==> config.mk <==
export PLATFORM = sky130hd
export DESIGN_NAME = instr_sequencer_flat
export DESIGN_NICKNAME = d
export VERILOG_FILES = /design/src/rtl/instr_sequencer_if.sv /design/src/rtl/instr_sequencer.sv /design/src/flat_wrapper.sv
export SDC_FILE = /design/constraint.sdc
export NUM_CORES = 1
export LEC_CHECK = 0
export CORE_MARGIN = 4
export CORE_UTILIZATION = 30
export DETAILED_ROUTE_END_ITERATION = 12
export DONT_BUFFER_PORTS = 1
export GPL_TIMING_DRIVEN = 0
export PLACE_DENSITY = 0.47
export SKIP_CTS_REPAIR_TIMING = 1
export SLEW_MARGIN = 20
export SYNTH_ARGS = -nofsm -noshare
export SYNTH_HDL_FRONTEND = slang
export SYNTH_SLANG_ARGS = --single-unit
==> constraint.sdc <==
create_clock -name clk -period 2.1 [get_ports clk]
set_clock_uncertainty 0.15 [all_clocks]
set_input_delay 0.42 -clock clk [delete_from_list [all_inputs] [get_ports clk]]
set_output_delay 0.42 -clock clk [all_outputs]
set_load 0.01 [all_outputs]
==> src/rtl/instr_sequencer_if.sv <==
// Handshake bundle between the instruction sequencer and the stage units.
// master: the sequencer (drives stage starts, pc, status).
// slave : the decoder/datapath side (drives run, decoded fields, stage dones).
//   run          level request to keep issuing instructions
//   opcode       decoded opcode, valid with decode_done
//   target       absolute branch/jump target, valid with decode_done
//   alu_zero     ALU zero flag, valid with exec_done
//   *_start      one-cycle stage start pulses
//   *_done       stage completion
//   pc           current instruction address
//   busy         sequencer is working on an instruction
//   fault        sticky error flag
//   instr_count  retired instruction count
interface instr_sequencer_if #(
  parameter int unsigned PC_W = 8
);
  logic            run;
  logic [3:0]      opcode;
  logic [PC_W-1:0] target;
  logic            alu_zero;

  logic fetch_start, decode_start, exec_start, mem_start, wb_start;
  logic fetch_done,  decode_done,  exec_done,  mem_done,  wb_done;

  logic [PC_W-1:0] pc;
  logic            busy;
  logic            fault;
  logic [15:0]     instr_count;

  modport master (
    input  run, opcode, target, alu_zero,
    input  fetch_done, decode_done, exec_done, mem_done, wb_done,
    output fetch_start, decode_start, exec_start, mem_start, wb_start,
    output pc, busy, fault, instr_count
  );

  modport slave (
    output run, opcode, target, alu_zero,
    output fetch_done, decode_done, exec_done, mem_done, wb_done,
    input  fetch_start, decode_start, exec_start, mem_start, wb_start,
    input  pc, busy, fault, instr_count
  );
endinterface

==> src/rtl/instr_sequencer.sv <==
// Multi-cycle instruction sequencer for the 16-bit RISC core.
// Walks each instruction through fetch/decode/exec/mem/wb using start/done
// handshakes, resolves branch/jump targets and owns the program counter.
// Illegal opcodes (13-15) and, in watchdog builds, stalled stages fault stickily.
//
// Ports:
//   clk    system clock, rising edge
//   rst_n  asynchronous active-low reset
//   bus    instr_sequencer_if.master (run, decoded fields, stage handshakes,
//          pc, busy, fault, instr_count)
//
// Build option: define SEQ_WATCHDOG_EN to enable a per-stage wait counter that
// faults a stage after TIMEOUT cycles without its done.
//
// All outputs are registered; no combinational input-to-output path.
module instr_sequencer #(
  parameter int unsigned PC_W    = 8,
  parameter int unsigned TIMEOUT = 15
) (
  input logic                clk,
  input logic                rst_n,
  instr_sequencer_if.master  bus
);

  typedef enum logic [2:0] {
    StIdle,
    StFetch,
    StDecode,
    StExec,
    StMem,
    StWb,
    StPcupd,
    StFault
  } state_e;

  localparam logic [3:0] OpLoad  = 4'd0;
  localparam logic [3:0] OpLastAlu = 4'd9;
  localparam logic [3:0] OpBeq   = 4'd10;
  localparam logic [3:0] OpBne   = 4'd11;
  localparam logic [3:0] OpJump  = 4'd12;

  state_e          state_q, state_d;
  logic [3:0]      opcode_q, opcode_d;
  logic [PC_W-1:0] target_q, target_d;
  logic            zero_q, zero_d;
  logic [PC_W-1:0] pc_q, pc_d;
  logic [15:0]     count_q, count_d;
  logic            busy_q, busy_d;
  logic            fault_q, fault_d;
  logic            fetch_start_q, fetch_start_d;
  logic            decode_start_q, decode_start_d;
  logic            exec_start_q, exec_start_d;
  logic            mem_start_q, mem_start_d;
  logic            wb_start_q, wb_start_d;
  logic            taken;

`ifdef SEQ_WATCHDOG_EN
  localparam int unsigned CntW = $clog2(TIMEOUT + 1);
  logic [CntW-1:0] wait_q, wait_d;
  logic            in_stage;
  logic            stage_done;
`endif

  always_comb begin
    state_d  = state_q;
    opcode_d = opcode_q;
    target_d = target_q;
    zero_d   = zero_q;
    pc_d     = pc_q;
    count_d  = count_q;
    taken    = (opcode_q == OpJump) ||
               ((opcode_q == OpBeq) && zero_q) ||
               ((opcode_q == OpBne) && !zero_q);
`ifdef SEQ_WATCHDOG_EN
    in_stage   = 1'b0;
    stage_done = 1'b0;
`endif

    unique case (state_q)
      StIdle: begin
        if (bus.run) state_d = StFetch;
      end
      StFetch: begin
`ifdef SEQ_WATCHDOG_EN
        in_stage   = 1'b1;
        stage_done = bus.fetch_done;
`endif
        if (bus.fetch_done) state_d = StDecode;
      end
      StDecode: begin
`ifdef SEQ_WATCHDOG_EN
        in_stage   = 1'b1;
        stage_done = bus.decode_done;
`endif
        if (bus.decode_done) begin
          opcode_d = bus.opcode;
          target_d = bus.target;
          if (bus.opcode <= OpBne)       state_d = StExec;
          else if (bus.opcode == OpJump) state_d = StPcupd;
          else                           state_d = StFault;
        end
      end
      StExec: begin
`ifdef SEQ_WATCHDOG_EN
        in_stage   = 1'b1;
        stage_done = bus.exec_done;
`endif
        if (bus.exec_done) begin
          zero_d = bus.alu_zero;
          // 0/1 are load/store, 2-9 ALU, 10/11 branches.
          if (opcode_q <= 4'd1)           state_d = StMem;
          else if (opcode_q <= OpLastAlu) state_d = StWb;
          else                            state_d = StPcupd;
        end
      end
      StMem: begin
`ifdef SEQ_WATCHDOG_EN
        in_stage   = 1'b1;
        stage_done = bus.mem_done;
`endif
        if (bus.mem_done) state_d = (opcode_q == OpLoad) ? StWb : StPcupd;
      end
      StWb: begin
`ifdef SEQ_WATCHDOG_EN
        in_stage   = 1'b1;
        stage_done = bus.wb_done;
`endif
        if (bus.wb_done) state_d = StPcupd;
      end
      StPcupd: begin
        pc_d    = taken ? target_q : pc_q + PC_W'(1);
        count_d = count_q + 16'd1;
        state_d = bus.run ? StFetch : StIdle;
      end
      StFault: begin
        state_d = StFault;
      end
      default: begin
        state_d = StFault;
      end
    endcase

`ifdef SEQ_WATCHDOG_EN
    // A done on the TIMEOUT-th cycle still wins over the timeout.
    if (in_stage && !stage_done && (wait_q == CntW'(TIMEOUT))) state_d = StFault;
    // wait_q holds the 1-based cycle index within the current state.
    if (state_d != state_q)            wait_d = CntW'(1);
    else if (wait_q == CntW'(TIMEOUT)) wait_d = wait_q;
    else                               wait_d = wait_q + CntW'(1);
`endif

    // Stage states are only ever entered from a different state, so a state
    // change into a stage marks its first cycle.
    fetch_start_d  = (state_d == StFetch)  && (state_q != StFetch);
    decode_start_d = (state_d == StDecode) && (state_q != StDecode);
    exec_start_d   = (state_d == StExec)   && (state_q != StExec);
    mem_start_d    = (state_d == StMem)    && (state_q != StMem);
    wb_start_d     = (state_d == StWb)     && (state_q != StWb);
    busy_d         = (state_d != StIdle) && (state_d != StFault);
    fault_d        = (state_d == StFault);
  end

  always_ff @(posedge clk or negedge rst_n) begin
    if (!rst_n) begin
      state_q        <= StIdle;
      opcode_q       <= 4'd0;
      target_q       <= '0;
      zero_q         <= 1'b0;
      pc_q           <= '0;
      count_q        <= 16'd0;
      busy_q         <= 1'b0;
      fault_q        <= 1'b0;
      fetch_start_q  <= 1'b0;
      decode_start_q <= 1'b0;
      exec_start_q   <= 1'b0;
      mem_start_q    <= 1'b0;
      wb_start_q     <= 1'b0;
`ifdef SEQ_WATCHDOG_EN
      wait_q         <= '0;
`endif
    end else begin
      state_q        <= state_d;
      opcode_q       <= opcode_d;
      target_q       <= target_d;
      zero_q         <= zero_d;
      pc_q           <= pc_d;
      count_q        <= count_d;
      busy_q         <= busy_d;
      fault_q        <= fault_d;
      fetch_start_q  <= fetch_start_d;
      decode_start_q <= decode_start_d;
      exec_start_q   <= exec_start_d;
      mem_start_q    <= mem_start_d;
      wb_start_q     <= wb_start_d;
`ifdef SEQ_WATCHDOG_EN
      wait_q         <= wait_d;
`endif
    end
  end

  assign bus.fetch_start  = fetch_start_q;
  assign bus.decode_start = decode_start_q;
  assign bus.exec_start   = exec_start_q;
  assign bus.mem_start    = mem_start_q;
  assign bus.wb_start     = wb_start_q;
  assign bus.pc           = pc_q;
  assign bus.busy         = busy_q;
  assign bus.fault        = fault_q;
  assign bus.instr_count  = count_q;

endmodule

==> src/flat_wrapper.sv <==
// flat-port wrapper written by rule: the top's interface ports become plain ports
module instr_sequencer_flat 
#(
  parameter int unsigned PC_W    = 8,
  parameter int unsigned TIMEOUT = 15
)
  (clk, rst_n, bus_run, bus_opcode, bus_target, bus_alu_zero, bus_fetch_done, bus_decode_done, bus_exec_done, bus_mem_done, bus_wb_done, bus_fetch_start, bus_decode_start, bus_exec_start, bus_mem_start, bus_wb_start, bus_pc, bus_busy, bus_fault, bus_instr_count);
  instr_sequencer_if #(.PC_W(PC_W)) bus_i ();
  input logic clk;
  input logic rst_n;
  input wire logic [$bits(bus_i.run)-1:0] bus_run;
  input wire logic [$bits(bus_i.opcode)-1:0] bus_opcode;
  input wire logic [$bits(bus_i.target)-1:0] bus_target;
  input wire logic [$bits(bus_i.alu_zero)-1:0] bus_alu_zero;
  input wire logic [$bits(bus_i.fetch_done)-1:0] bus_fetch_done;
  input wire logic [$bits(bus_i.decode_done)-1:0] bus_decode_done;
  input wire logic [$bits(bus_i.exec_done)-1:0] bus_exec_done;
  input wire logic [$bits(bus_i.mem_done)-1:0] bus_mem_done;
  input wire logic [$bits(bus_i.wb_done)-1:0] bus_wb_done;
  output wire logic [$bits(bus_i.fetch_start)-1:0] bus_fetch_start;
  output wire logic [$bits(bus_i.decode_start)-1:0] bus_decode_start;
  output wire logic [$bits(bus_i.exec_start)-1:0] bus_exec_start;
  output wire logic [$bits(bus_i.mem_start)-1:0] bus_mem_start;
  output wire logic [$bits(bus_i.wb_start)-1:0] bus_wb_start;
  output wire logic [$bits(bus_i.pc)-1:0] bus_pc;
  output wire logic [$bits(bus_i.busy)-1:0] bus_busy;
  output wire logic [$bits(bus_i.fault)-1:0] bus_fault;
  output wire logic [$bits(bus_i.instr_count)-1:0] bus_instr_count;
  assign bus_i.run = bus_run;
  assign bus_i.opcode = bus_opcode;
  assign bus_i.target = bus_target;
  assign bus_i.alu_zero = bus_alu_zero;
  assign bus_i.fetch_done = bus_fetch_done;
  assign bus_i.decode_done = bus_decode_done;
  assign bus_i.exec_done = bus_exec_done;
  assign bus_i.mem_done = bus_mem_done;
  assign bus_i.wb_done = bus_wb_done;
  assign bus_fetch_start = bus_i.fetch_start;
  assign bus_decode_start = bus_i.decode_start;
  assign bus_exec_start = bus_i.exec_start;
  assign bus_mem_start = bus_i.mem_start;
  assign bus_wb_start = bus_i.wb_start;
  assign bus_pc = bus_i.pc;
  assign bus_busy = bus_i.busy;
  assign bus_fault = bus_i.fault;
  assign bus_instr_count = bus_i.instr_count;
  instr_sequencer #(.PC_W(PC_W), .TIMEOUT(TIMEOUT)) u_core (.clk(clk), .rst_n(rst_n), .bus(bus_i));
endmodule
==> reports/results.ini <==
[placed_design]
gp_congestion = 0.769
place_hpwl_mm = 3.66
port_buffers = 0
dp.cells = 304

[die]
core.rowCount = 31
core_sq_um = 7370
start_util_pct = 31.2
fp.dieH_um = 95.6
io-pin-count = 52
die-area_sq_um = 9130
die_x_um = 95.6

[global_routing]
antenna_found_initial = 0
grt_max_degree = 48
overflow = 0
grtUsageTotal_pct = 11.9
grt_pass1_vias = 1607
grt_first_pass_wirelength_mm = 8.34

[detailed_routing]
post_drt_via_cell_ratio = 4.84
drc = 0
wl_per_cell_um = 15.9
first_iter_violations = 57
routed_wl_mm = 5.03
dr_wl_met3_um = 384
vias = 1531
m1WireLength_mm = 2.19
top_layer = met4
antenna_left = 0
first_pass_iters = 4
route.met2.wl_mm = 2.39

[final_layout]
area_growth_pct = 12.9
n_antenna_cell = 0
nFillCells = 761
fin_cells = 316
multi_input_area_sq_um = 1050
seq_area_sq_um = 1180
drive_gt1_share_pct = 21.2
nNetsFinal = 239

[synth]
synth-main-ff-cell = dfrtp_1
synth_async_sr_flop_share_pct = 100
yosysTopAreaCellShare_pct = 51.1
synth_most_common_cell = dfrtp_1
synth-seq-cells = 47
synth_area_leader_cell = dfrtp_1
synthTopCellsByCount = dfrtp_1 (47), nand2_1 (25), mux2_2 (12)
synth.avg_cell_area_sq_um = 11.2
ys_types = 47
synth_nets = 228
yosysWarnings = 0
ys_top_cells_by_area = dfrtp_1 (51%), mux2_2 (5.9%), xnor2_1 (4.2%), nand2_1 (4.1%), mux2i_1 (3.0%)
yosysSeqAreaShare_pct = 51.1
syn-cell-area_sq_um = 2300
netlist_instances = 205
synth_edf_count = 0

[sta]
min_period_over_period_pct = 92.5
tightest_slew_ns = 0.648
period_needed_ns = 1.94
finalSetupTns_ns = 0
grt_setup_unrepaired = false
timing.slew.headroom_pct = 56.3
hold_slack_ns = 0.103
final_max_slew_viol_count = 0
fmax_mhz = 515
setup-violations-final = 0
hold_viol = 0

[clock_network]
numCtsBuffers = 5
cts_tree = built
cts_buffer_depth = 2
htreeDepth = 2
clk_pin_slew_worst_paths_ns = 0.09
clock-root-buffer = clkbuf_8
cts_sinks = 47
clock_latency_ns = 0.29

[setup_path]
arrival_ns = 1.98
cp_max_fo = 6
path_class = register to register
startpoint_type = register
critPathRequiredTime_ns = 2.14
end_kind = register

[pwr]
powerDensity_nw_per_um2 = 1360
power.total_uw = 3540
peakVddDrop_v = 0.000513
p_leak_uw = 0.00116

[status]
status = finished, final reports clean

[hold_path]
hold_class = input port to register

[job]
maxCapViolations = 0

[state kept, by name, indices dropped and copies added (netlist names)]
| signal | flops |
|---|---|
| u_core.bus.decode_start | 1 |
| u_core.bus.wb_start | 1 |
| u_core.target_q | 8 |
| u_core.bus.fault | 1 |
| u_core.bus.instr_count | 16 |
| u_core.bus.pc | 8 |
| u_core.bus.exec_start | 1 |
| u_core.bus.fetch_start | 1 |
| u_core.zero_q | 1 |
| u_core.state_q | 3 |
| u_core.opcode_q | 4 |
| u_core.bus.mem_start | 1 |
| u_core.bus.busy | 1 |
[cells by family (layout without fill, tap and decap cells)]
| family | after synthesis | in the layout | share of synthesized area, % |
|---|---|---|---|
| adders and majority gates | 2 | 2 | 1.09 |
| DFF | 47 | 47 | 51.1 |
| buffers and inverters | 16 | 28 | 3.32 |
| and+or+nand+nor | 77 | 77 | 19.5 |
| AOI/OAI and AO/OA | 28 | 28 | 10.0 |
| muxes | 19 | 19 | 8.92 |
| xor gates and xnor gates | 16 | 16 | 6.09 |
[critical path: stages, from the launching register on]
cell	delay (ns)
dfrtp_1	0.46
nor4_4	0.35
nor4b_2	0.11
nor4_4	0.40
nand2_1	0.14
a311oi_2	0.24
[stage by stage]
step	utilization [%]	setup slack, ns	instance area (sq um)
floorplan	-	0.398	2300
global placement	32.9	0.128	2420
detailed placement	32.9	0.0988	2420
CTS	34.5	0.0811	2540
global route	35.2	0.0412	2600
finish	35.2	0.158	2600
[final timing paths]
kind	from	to	slack [ns]	depth (start not counted)
min in group asynchronous	rst_n	u_core.bus.instr_count[6]$_DFFE_PN0N_	0.47	2
max reg2reg	u_core.opcode_q[1]$_DFFE_PN0P_	u_core.bus.wb_start$_DFF_PN0_	0.16	5
min	bus_target[3]	u_core.target_q[3]$_DFFE_PN0P_	0.10	2
max in group asynchronous	rst_n	u_core.zero_q$_DFFE_PN0P_	1.11	2
max	u_core.opcode_q[1]$_DFFE_PN0P_	u_core.bus.wb_start$_DFF_PN0_	0.16	5
min reg2reg	u_core.target_q[2]$_DFFE_PN0P_	u_core.target_q[2]$_DFFE_PN0P_	0.36	1
[power by group]
group	switching, uW	leakage, uW	internal (uW)
Combinational	651	0.000495	588
Clock	299	0.0000612	385
Sequential	400	0.000603	1210
[final cells by class]
cell class	instances	area share (%)
plain buffers	8	1.78
clock buffers	6	3.18
clock inverters	2	1.35
inverters	8	1.16
multi-input cells	142	40.5
flip-flops and latches	47	45.3
well taps	99	4.77
repair buffers	4	2.02
[cells in the final DEF (no fill, tap or decap), drive strengths merged, types with 3 or more instances in the layout]
cell type / count
dfrtp: 47
nand2: 25
mux2: 12
xnor2: 11
nor2: 11
buf: 11
inv: 8
and3: 7
nand3: 7
mux2i: 7
a21oi: 7
clkbuf: 6
xor2: 5
nand2b: 4
nand4: 4
nor3b: 4
o21ai: 4
a2bb2oi: 4
nor4: 4
o211ai: 3
[metal layers]
metal	vias to the layer above	track usage (%)
met3	7	4.74
met5	-	0
met1	746	14.9
li1	736	-
met2	42	18.8
met4	0	3.91
(Power assumes the default switching activity.)
